===== src/rtl/hdmi_pkg.sv =====
// Shared types for the HDMI mode-lock controller: lock states and the
// 96-bit measured-mode bundle used for candidate, compare and latch.
package hdmi_pkg;

  typedef enum logic [1:0] {
    ST_SEARCH  = 2'd0,
    ST_CONFIRM = 2'd1,
    ST_LOCKED  = 2'd2,
    ST_HOLD    = 2'd3
  } state_t;

  typedef struct packed {
    logic [15:0] npix;
    logic [15:0] htotal;
    logic [15:0] sstart;
    logic [15:0] ssend;
    logic [15:0] nlines;
    logic [15:0] vtotal;
  } mode_t;

  localparam int MODE_W = $bits(mode_t);

endpackage


===== src/rtl/hdmimodesane.sv =====
// Combinational plausibility check of one measured video mode.
module hdmimodesane
  import hdmi_pkg::*;
(
  input  mode_t mode,
  output logic  sane
);

  // Horizontal: active < sync start < sync end <= total; vertical: active < total.
  assign sane = (mode.npix != 16'd0)
             && (mode.npix < mode.sstart)
             && (mode.sstart < mode.ssend)
             && (mode.ssend <= mode.htotal)
             && (mode.nlines != 16'd0)
             && (mode.nlines < mode.vtotal);

endmodule


===== src/rtl/hdmimodelock.sv =====
// Lock controller: confirms a stable, sane mode over several frames, tolerates
// short glitches, and publishes the latched mode plus a lock-change interrupt.
module hdmimodelock
  import hdmi_pkg::*;
#(
  parameter int CONFIRM_FRAMES = 4,
  parameter int LOSS_FRAMES    = 2,
  parameter int LGTIMEOUT      = 24
) (
  input  logic        i_clk,
  input  logic        i_reset,
  input  logic        i_clear,
  input  logic        i_frame_stb,
  input  logic [15:0] i_npix,
  input  logic [15:0] i_htotal,
  input  logic [15:0] i_sstart,
  input  logic [15:0] i_ssend,
  input  logic [15:0] i_nlines,
  input  logic [15:0] i_vtotal,
  output logic        o_locked,
  output logic [15:0] o_npix,
  output logic [15:0] o_htotal,
  output logic [15:0] o_sstart,
  output logic [15:0] o_ssend,
  output logic [15:0] o_nlines,
  output logic [15:0] o_vtotal,
  output logic [1:0]  o_state,
  output logic        o_int
);

  localparam logic [3:0] CONFIRM_N = 4'(CONFIRM_FRAMES);
  localparam logic [3:0] LOSS_N    = 4'(LOSS_FRAMES);

  state_t               state, state_nx;
  mode_t                meas, cand, cand_nx, latched, latched_nx;
  logic [3:0]           cnt, cnt_nx, miss, miss_nx;
  logic [LGTIMEOUT-1:0] wd, wd_nx;
  logic                 locked_nx, int_nx;
  logic                 sane, match_cand, match_lock, wd_expired;
  logic [3:0]           cnt_inc, miss_inc;

  assign meas = '{npix: i_npix, htotal: i_htotal, sstart: i_sstart,
                  ssend: i_ssend, nlines: i_nlines, vtotal: i_vtotal};

  hdmimodesane u_sane (
    .mode (meas),
    .sane (sane)
  );

  assign match_cand = (meas == cand);
  assign match_lock = (meas == latched);
  assign wd_expired = &wd;
  assign cnt_inc    = cnt + 4'd1;
  assign miss_inc   = miss + 4'd1;

  always_comb begin
    // NOTE: every next-state variable gets a default first so no path infers a latch;
    // combinational logic uses blocking '=', the register process uses '<='.
    state_nx   = state;
    cand_nx    = cand;
    latched_nx = latched;
    cnt_nx     = cnt;
    miss_nx    = miss;
    locked_nx  = o_locked;
    int_nx     = 1'b0;
    wd_nx      = wd;

    if (i_clear) begin
      // Software restart: silent unlock, latched mode kept for inspection.
      state_nx  = ST_SEARCH;
      cnt_nx    = '0;
      miss_nx   = '0;
      locked_nx = 1'b0;
      wd_nx     = '0;
    end else if (i_frame_stb) begin
      wd_nx = '0;
      unique case (state)
        ST_SEARCH: begin
          if (sane) begin
            cand_nx  = meas;
            cnt_nx   = 4'd1;
            state_nx = ST_CONFIRM;
          end
        end
        ST_CONFIRM: begin
          if (match_cand) begin
            if (cnt_inc == CONFIRM_N) begin
              latched_nx = cand;
              locked_nx  = 1'b1;
              int_nx     = 1'b1;
              miss_nx    = '0;
              state_nx   = ST_LOCKED;
            end else begin
              cnt_nx = cnt_inc;
            end
          end else if (sane) begin
            cand_nx = meas;
            cnt_nx  = 4'd1;
          end else begin
            cnt_nx   = '0;
            state_nx = ST_SEARCH;
          end
        end
        ST_LOCKED: begin
          if (!match_lock) begin
            if (LOSS_N == 4'd1) begin
              locked_nx = 1'b0;
              int_nx    = 1'b1;
              cnt_nx    = '0;
              miss_nx   = '0;
              state_nx  = ST_SEARCH;
            end else begin
              miss_nx  = 4'd1;
              state_nx = ST_HOLD;
            end
          end
        end
        ST_HOLD: begin
          if (match_lock) begin
            miss_nx  = '0;
            state_nx = ST_LOCKED;
          end else if (miss_inc == LOSS_N) begin
            locked_nx = 1'b0;
            int_nx    = 1'b1;
            cnt_nx    = '0;
            miss_nx   = '0;
            state_nx  = ST_SEARCH;
          end else begin
            miss_nx = miss_inc;
          end
        end
        default: state_nx = ST_SEARCH;
      endcase
    end else if (wd_expired) begin
      // Strobes have stopped: abandon any lock attempt; counter stays saturated.
      if (state != ST_SEARCH) begin
        state_nx = ST_SEARCH;
        cnt_nx   = '0;
        miss_nx  = '0;
        if (o_locked) begin
          locked_nx = 1'b0;
          int_nx    = 1'b1;
        end
      end
    end else begin
      wd_nx = wd + 1'b1;
    end
  end

  // NOTE: candidate and latched mode are plain registers, so all of them are reset.
  always_ff @(posedge i_clk or posedge i_reset) begin
    if (i_reset) begin
      state    <= ST_SEARCH;
      cand     <= '0;
      latched  <= '0;
      cnt      <= '0;
      miss     <= '0;
      o_locked <= 1'b0;
      o_int    <= 1'b0;
      wd       <= '0;
    end else begin
      state    <= state_nx;
      cand     <= cand_nx;
      latched  <= latched_nx;
      cnt      <= cnt_nx;
      miss     <= miss_nx;
      o_locked <= locked_nx;
      o_int    <= int_nx;
      wd       <= wd_nx;
    end
  end

  assign o_state  = state;
  assign o_npix   = latched.npix;
  assign o_htotal = latched.htotal;
  assign o_sstart = latched.sstart;
  assign o_ssend  = latched.ssend;
  assign o_nlines = latched.nlines;
  assign o_vtotal = latched.vtotal;

endmodule

===== config.mk =====
export PLATFORM = sky130hd
export DESIGN_NAME = hdmimodelock
export DESIGN_NICKNAME = d
export VERILOG_FILES = /design/src/rtl/hdmi_pkg.sv /design/src/rtl/hdmimodesane.sv /design/src/rtl/hdmimodelock.sv
export SDC_FILE = /design/constraint.sdc
export NUM_CORES = 1
export LEC_CHECK = 0
export ABC_AREA = 1
export CAP_MARGIN = 0
export CORE_MARGIN = 2
export CORE_UTILIZATION = 45
export DETAILED_ROUTE_END_ITERATION = 8
export HOLD_SLACK_MARGIN = 0.06
export PLACE_DENSITY = 0.7
export SYNTH_ARGS = -nofsm -noshare
export SYNTH_HDL_FRONTEND = slang
export SYNTH_SLANG_ARGS = --single-unit

===== constraint.sdc =====
create_clock -name i_clk -period 7.8 [get_ports i_clk]
set_input_delay 0.78 -clock i_clk [delete_from_list [all_inputs] [get_ports i_clk]]
set_output_delay 0.78 -clock i_clk [all_outputs]
set_load 0.1 [all_outputs]

## Yosys cells after proc, flatten, opt, wreduce, memory -nomap -nowiden

Index checks and enable logic that the tools add are counted.

| word-level totals | value |
|---|---|
| bits in latches | 0 |
| input bits | 100 |
| register bits | 228 |
| ROM bits | 0 |
| RAM bits | 0 |
| output and inout port bits | 100 |
| word-level logic and storage cells | 123 |
| memories | 0 |

| cells by class | value |
|---|---|
| add/sub/neg operators | 3 |
| eq/ne operators | 22 |
| magnitude comparators | 4 |
| shifts and indexed selects | 0 |
| multiply operators | 0 |
| reductions and logical operators | 19 |
| bitwise operators | 1 |
| divide/modulo/power cells | 0 |
| multiplexer cells | 56 |

Operator list:

| operator | number |
|---|---|
| 96-bit equality test | 2 |
| 96-bit 2-to-1 mux | 2 |
| 96-bit case mux with 2 select lines | 1 |
| 24-bit 2-to-1 mux | 3 |
| 4-bit 2-to-1 mux | 16 |
| 16-bit less-than comparator | 3 |
| 16-bit nonzero test | 2 |
| 24-bit by 1-bit adder with 24-bit output (second input constant) | 1 |
| 4-bit inequality test (second input constant) | 6 |
| 4-bit case mux with 3 select lines | 2 |
| 24-bit AND reduction | 1 |
| 2-bit 2-to-1 mux | 11 |
| 7-bit AND reduction | 3 |
| 5-bit inequality test (second input constant) | 4 |
| 1-bit 2-to-1 mux | 18 |
| 16-bit less-or-equal comparator | 1 |
| 5-bit by 2-bit inequality test with 1-bit output (second input constant) | 2 |
| 4-bit by 1-bit adder with 4-bit output (second input constant) | 2 |
| 2-bit case mux with 4 select lines | 1 |
| 6-bit AND reduction | 1 |
| 3-bit nonzero test | 2 |
| 1-bit logical AND | 5 |
| 5-bit AND reduction | 1 |
| 2-bit equality test (second input constant) | 2 |
| other kinds (11) | 13 |

## Longest topological paths before layout

| logic depth | value |
|---|---|
| depth after elaboration | 11 |
| gate-level depth with buffers | 17 |
| depth with buffers taken out | 17 |

## By module

From an unflattened synthesis, not the netlist that was laid out.

| second synthesis, totals | value |
|---|---|
| cells, all modules | 2390 |
| area total of the unflattened synthesis | 15680.0 µm² |

Modules (own cells, without submodules):

| module | sequential area each (µm²) | area each (µm²) | cells each | times used |
|---|---|---|---|---|
| hdmimodelock | 5705.5 | 13918.3 | 2089 | 1 |
| hdmimodesane | 0.0 | 1761.7 | 301 | 1 |

## Worst setup path before layout

OpenSTA, ideal clock, no wires.

| timing path | value |
|---|---|
| path type | in2reg |
| start point | input i_vtotal[15] |
| end point | register cand[65] in the netlist's numbering |
| cell stages on the path | 15 |
| library setup time | 73 ps |
| arrival | 2425 ps |
| path buffers | 2 |
| slack | 5302 ps |
| cells stage by stage | inv_2 ha_1 nand2_1 nor2_1 nor3_1 nand2_1 nor2_1 nand2_1 nor2_1 nand4_2 nor2_2 buf_6 buf_6 nor2_2 a21oi_2 |

| between the ends | value |
|---|---|
| longest elaborated chain between the ends | 5 |
| elaborated cells between the ends (all ways) | 8 |
| those cells by class | order compare (1); eq/ne (2); mux (3); reduce/logical (2) |

Ends and longest elaborated chain:

| item | line | RTL |
|---|---|---|
| start, declared | hdmimodelock.sv:19 | `input logic [15:0] i_vtotal,` |
| 16-bit less-than comparator | hdmimodesane.sv:15 | `&& (mode.nlines < mode.vtotal);` |
| 1-bit logical AND | hdmimodesane.sv:15 |  |
| 96-bit 2-to-1 mux (2 in a row) | - |  |
| 96-bit case mux with 2 select lines | - |  |
| end signal, assigned | hdmimodelock.sv:163 | `cand <= cand_nx;` |
| end, declared | hdmimodelock.sv:35 | `mode_t meas, cand, cand_nx, latched, latched_nx;` |

Several ways; a longest one is shown, not always the timed one. The select of a mux whose other input is x is not followed.
A chain may end at the register's enable or synchronous reset.

## Final worst setup path

| timing path | value |
|---|---|
| start point | input i_ssend[5] |
| end point | register cand[37] in the netlist's numbering |

| between the ends | value |
|---|---|
| longest elaborated chain between the ends | 8 |
| elaborated cells between the ends (all ways) | 12 |
| those cells by class | order compare (2); eq/ne (2); mux (3); reduce/logical (5) |

Ends and longest elaborated chain:

| item | line | RTL |
|---|---|---|
| start, declared | hdmimodelock.sv:17 | `input logic [15:0] i_ssend,` |
| 16-bit less-than comparator | hdmimodesane.sv:12 | `&& (mode.sstart < mode.ssend)` |
| 1-bit logical AND | hdmimodesane.sv:12 |  |
| 1-bit logical AND | hdmimodesane.sv:13 | `&& (mode.ssend <= mode.htotal)` |
| 1-bit logical AND | hdmimodesane.sv:14 | `&& (mode.nlines != 16'd0)` |
| 1-bit logical AND | hdmimodesane.sv:15 |  |
| 96-bit 2-to-1 mux | hdmimodelock.sv:79, hdmimodelock.sv:96 |  |
| 96-bit 2-to-1 mux | hdmimodelock.sv:86 | `if (match_cand) begin` |
| 96-bit case mux with 2 select lines | hdmimodelock.sv:77 | `unique case (state)` |

Several ways; a longest one is shown, not always the timed one. The select of a mux whose other input is x is not followed.

==> impl_metrics.env <==
export IMPL_via_count=13300
export IMPL_final_common_cell="nand2_1"
export IMPL_numCtsBuffers=27
export IMPL_portBuffers=199
export IMPL_drive_above_1_share_pct=4.71
export IMPL_grt_overflow=0
export IMPL_whs_endpoint="wd[1]"
export IMPL_crit_type="primary input to flop"
export IMPL_synth_adder_area_share_pct=6.00
export IMPL_top_layer="met5"
export IMPL_drtIter0Drc=956
export IMPL_yosys_warnings=0
export IMPL_wl_met1_um=18800
export IMPL_gp_congestion=0.898
export IMPL_synth_xor_area_share_pct=7.75
export IMPL_htree_levels=1
export IMPL_worstPathRequired_ps=8260
export IMPL_ys_flop_type="dfrtp_1"
export IMPL_hpwl_um=33100
export IMPL_ant_nets=0
export IMPL_root_buffer="clkbuf_16"
export IMPL_synth_seq_cells=228
export IMPL_grt_first_pass_wirelength_um=68100
export IMPL_synth_area_per_cell_um2=7.20
export IMPL_ys_seq_area_share_pct=39.1
export IMPL_synth_simple_area_share_pct=26.2
export IMPL_die_width_um=184
export IMPL_fin_crit_sh_pct=50.7
export IMPL_synth_mux_area_share_pct=0.772
export IMPL_finalCriticalPeriod_ps=3960
export IMPL_clk_pin_slew_worst_paths_ps=60
export IMPL_wirelength_um=43100
export IMPL_rrSetupSlack_ps=4660
export IMPL_cap_violations=0
export IMPL_power_density_mw_per_mm2=220
export IMPL_setup_tns_ps=0
export IMPL_synthArstFlopShare_pct=100
export IMPL_synth_top_cell_area_share_pct=39.1
export IMPL_skew_ps=16.6
export IMPL_cp_end_kind="flop"
export IMPL_syn_num_nets=2196
export IMPL_rows=65
export IMPL_rr_startpoint="o_state[1]"
export IMPL_critPathMaxFanout=80
export IMPL_synth_edff_count=0
export IMPL_hold_slack_ps=502
export IMPL_die_h_um=184
export IMPL_met3_length_um=3130
export IMPL_clk_path_buf_depth=3
export IMPL_fin_nets=2381
export IMPL_wl_per_cell_um=16.4
export IMPL_io_pins=200
export IMPL_syn2layout_area_growth_pct=21.1
export IMPL_cts_hold_buf=0
export IMPL_min_from="wd[1]"
export IMPL_netlist_instances=2026
export IMPL_hp_class="flop to flop"
export IMPL_fill_cells=2976
export IMPL_synth_top_family_by_area="simple AND/OR/NAND/NOR gates"
export IMPL_met2_length_um=19600
export IMPL_cts_setup_buffers=0
export IMPL_totalPowerFinal_mw=3.88
export IMPL_finalHoldViolations=0
export IMPL_synth_compound_area_share_pct=9.59
export IMPL_grt_setup_unrepaired="false"
export IMPL_synthTopCellsByArea="dfrtp_1 39%, nand2_1 17%, inv_1 7.8%, ha_1 6.0%, o21ai_1 5.7%"
export IMPL_routed_via_density=5.04
export IMPL_synth_cell_type_count=41
export IMPL_synth_top_cell_by_area="dfrtp_1"
export IMPL_core_mm2=0.0317
export IMPL_cts_resized=0
export IMPL_dr_pass1_iters=5
export IMPL_grt_total_usage_pct=25.8
export IMPL_reg2regPathDepth=10
export IMPL_whs_path_depth=2
export IMPL_final_cell_mix="669 x nand2_1, 303 x inv_1, 228 x dfrtp_1"
export IMPL_clock_latency_ps=530
export IMPL_worst_ep_arrival_time_ps=4410
export IMPL_cts_tree="yes"
export IMPL_ir_drop_v=0.000164
export IMPL_cts_sinks=228
export IMPL_slew_viol_final=0
export IMPL_drcViolationCount=0
export IMPL_leakage_nw=8.51
export IMPL_slew_headroom_pct=28.1
export IMPL_worst_r2r_endpoint="cand[37]"
export IMPL_grt_pass1_vias=12900
export IMPL_cp_start_kind="primary input"
export IMPL_antenna_found_initial=4
export IMPL_outcome="completed"
export IMPL_die_area_mm2=0.0339
export IMPL_setup_violations=0
export IMPL_grt_max_degree=110
export IMPL_multi_input_area_mm2=0.00735
export IMPL_fmax_ghz=0.253
export IMPL_ff_latch_area_mm2=0.00571
export IMPL_tightest_slew_ps=1070
export IMPL_syn_area_mm2=0.0146
export IMPL_initial_utilization_pct=46.0
synthesized netlist by cell type, types with 4 or more instances:
cell / count
inv_1: 304
mux2_2: 10
buf_4: 4
o21ai_1: 165
inv_2: 17
ha_1: 70
xnor2_1: 87
nand4_1: 26
a21oi_2: 11
o21ai_0: 34
buf_6: 11
xor2_1: 42
dfrtp_1: 228
nor3_1: 14
nor2_1: 172
nand3_1: 40
buf_2: 30
a21oi_1: 39
nor2_2: 13
nand2_1: 669
report_power, final:
| group | switching, mW | total, mW | internal (mW) |
|---|---|---|---|
| logic | 0.639 | 1.06 | 0.421 |
| clock network | 0.491 | 1.20 | 0.709 |
| registers | 0.178 | 1.62 | 1.45 |
state kept, by name (all words and copies together) (netlist names):
| signal | flops |
|---|---|
| cand | 96 |
| wd | 24 |
| o_htotal | 16 |
| o_nlines | 16 |
| o_npix | 16 |
| o_ssend | 16 |
| o_sstart | 16 |
| o_vtotal | 16 |
| cnt | 4 |
| miss | 4 |
| o_state | 2 |
| o_int | 1 |
| o_locked | 1 |
routing by layer:
metal | up-vias | track usage, %
met1 | 6119 | 35.2
met2 | 434 | 41.4
met4 | 2 | 9.25
met5 | - | 0
met3 | 88 | 4.30
li1 | 6636 | -
worst max-delay path by stage:
stage                     endpoint  slack, ps         from
after CTS                 cand[74]       3940   i_ssend[9]
after global placement    cand[76]       3470   i_ssend[9]
after detailed placement  cand[74]       3390   i_ssend[9]
after global routing      cand[37]       3560  i_ssend[11]
final                     cand[37]       3840   i_ssend[5]
after floorplan            cand[0]        770      i_reset
logic make-up after synthesis:
logic type      Yosys count
compound gates          264
xor+xnor                129
flops                   228
simple gates            952
fa+ha+maj                70
mux                      10
buf+inv                 373
worst max-delay path: stages:
cell and delay (ps):
clkdlybuf4s50_1 660, inv_1 160, ha_1 330, a21oi_1 160, nor2_1 70, a211oi_1 210, nand2_1 110, nand2_1 80
nand4_2 180, nor2_4 160, buf_4 700, buf_4 570, nand2_1 100, o21ai_1 100
metrics by stage:
step	area [µm²]	setup WS, ps	util [%]	std cells
3_5_place_dp	16800	3390	53.0	2584
3_3_place_gp	16800	3470	53.0	2584
6_report	17700	3840	55.7	2634
2_1_floorplan	14600	772	-	2026
5_1_grt	17700	3560	55.7	2633
4_1_cts	17700	3940	55.7	2631
area by class of cell:
| type | count | share of cell area [%] |
|---|---|---|
| multi-input combinational | 1425 | 41.6 |
| timing repair buffer | 207 | 11.6 |
| clock inverter | 3 | 0.0991 |
| sequential | 228 | 32.3 |
| tap | 402 | 2.85 |
| antenna | 3 | 0.0425 |
| inverter | 322 | 6.88 |
| clock buffer | 44 | 4.64 |
No activity file was read; power rests on OpenSTA's default activity.
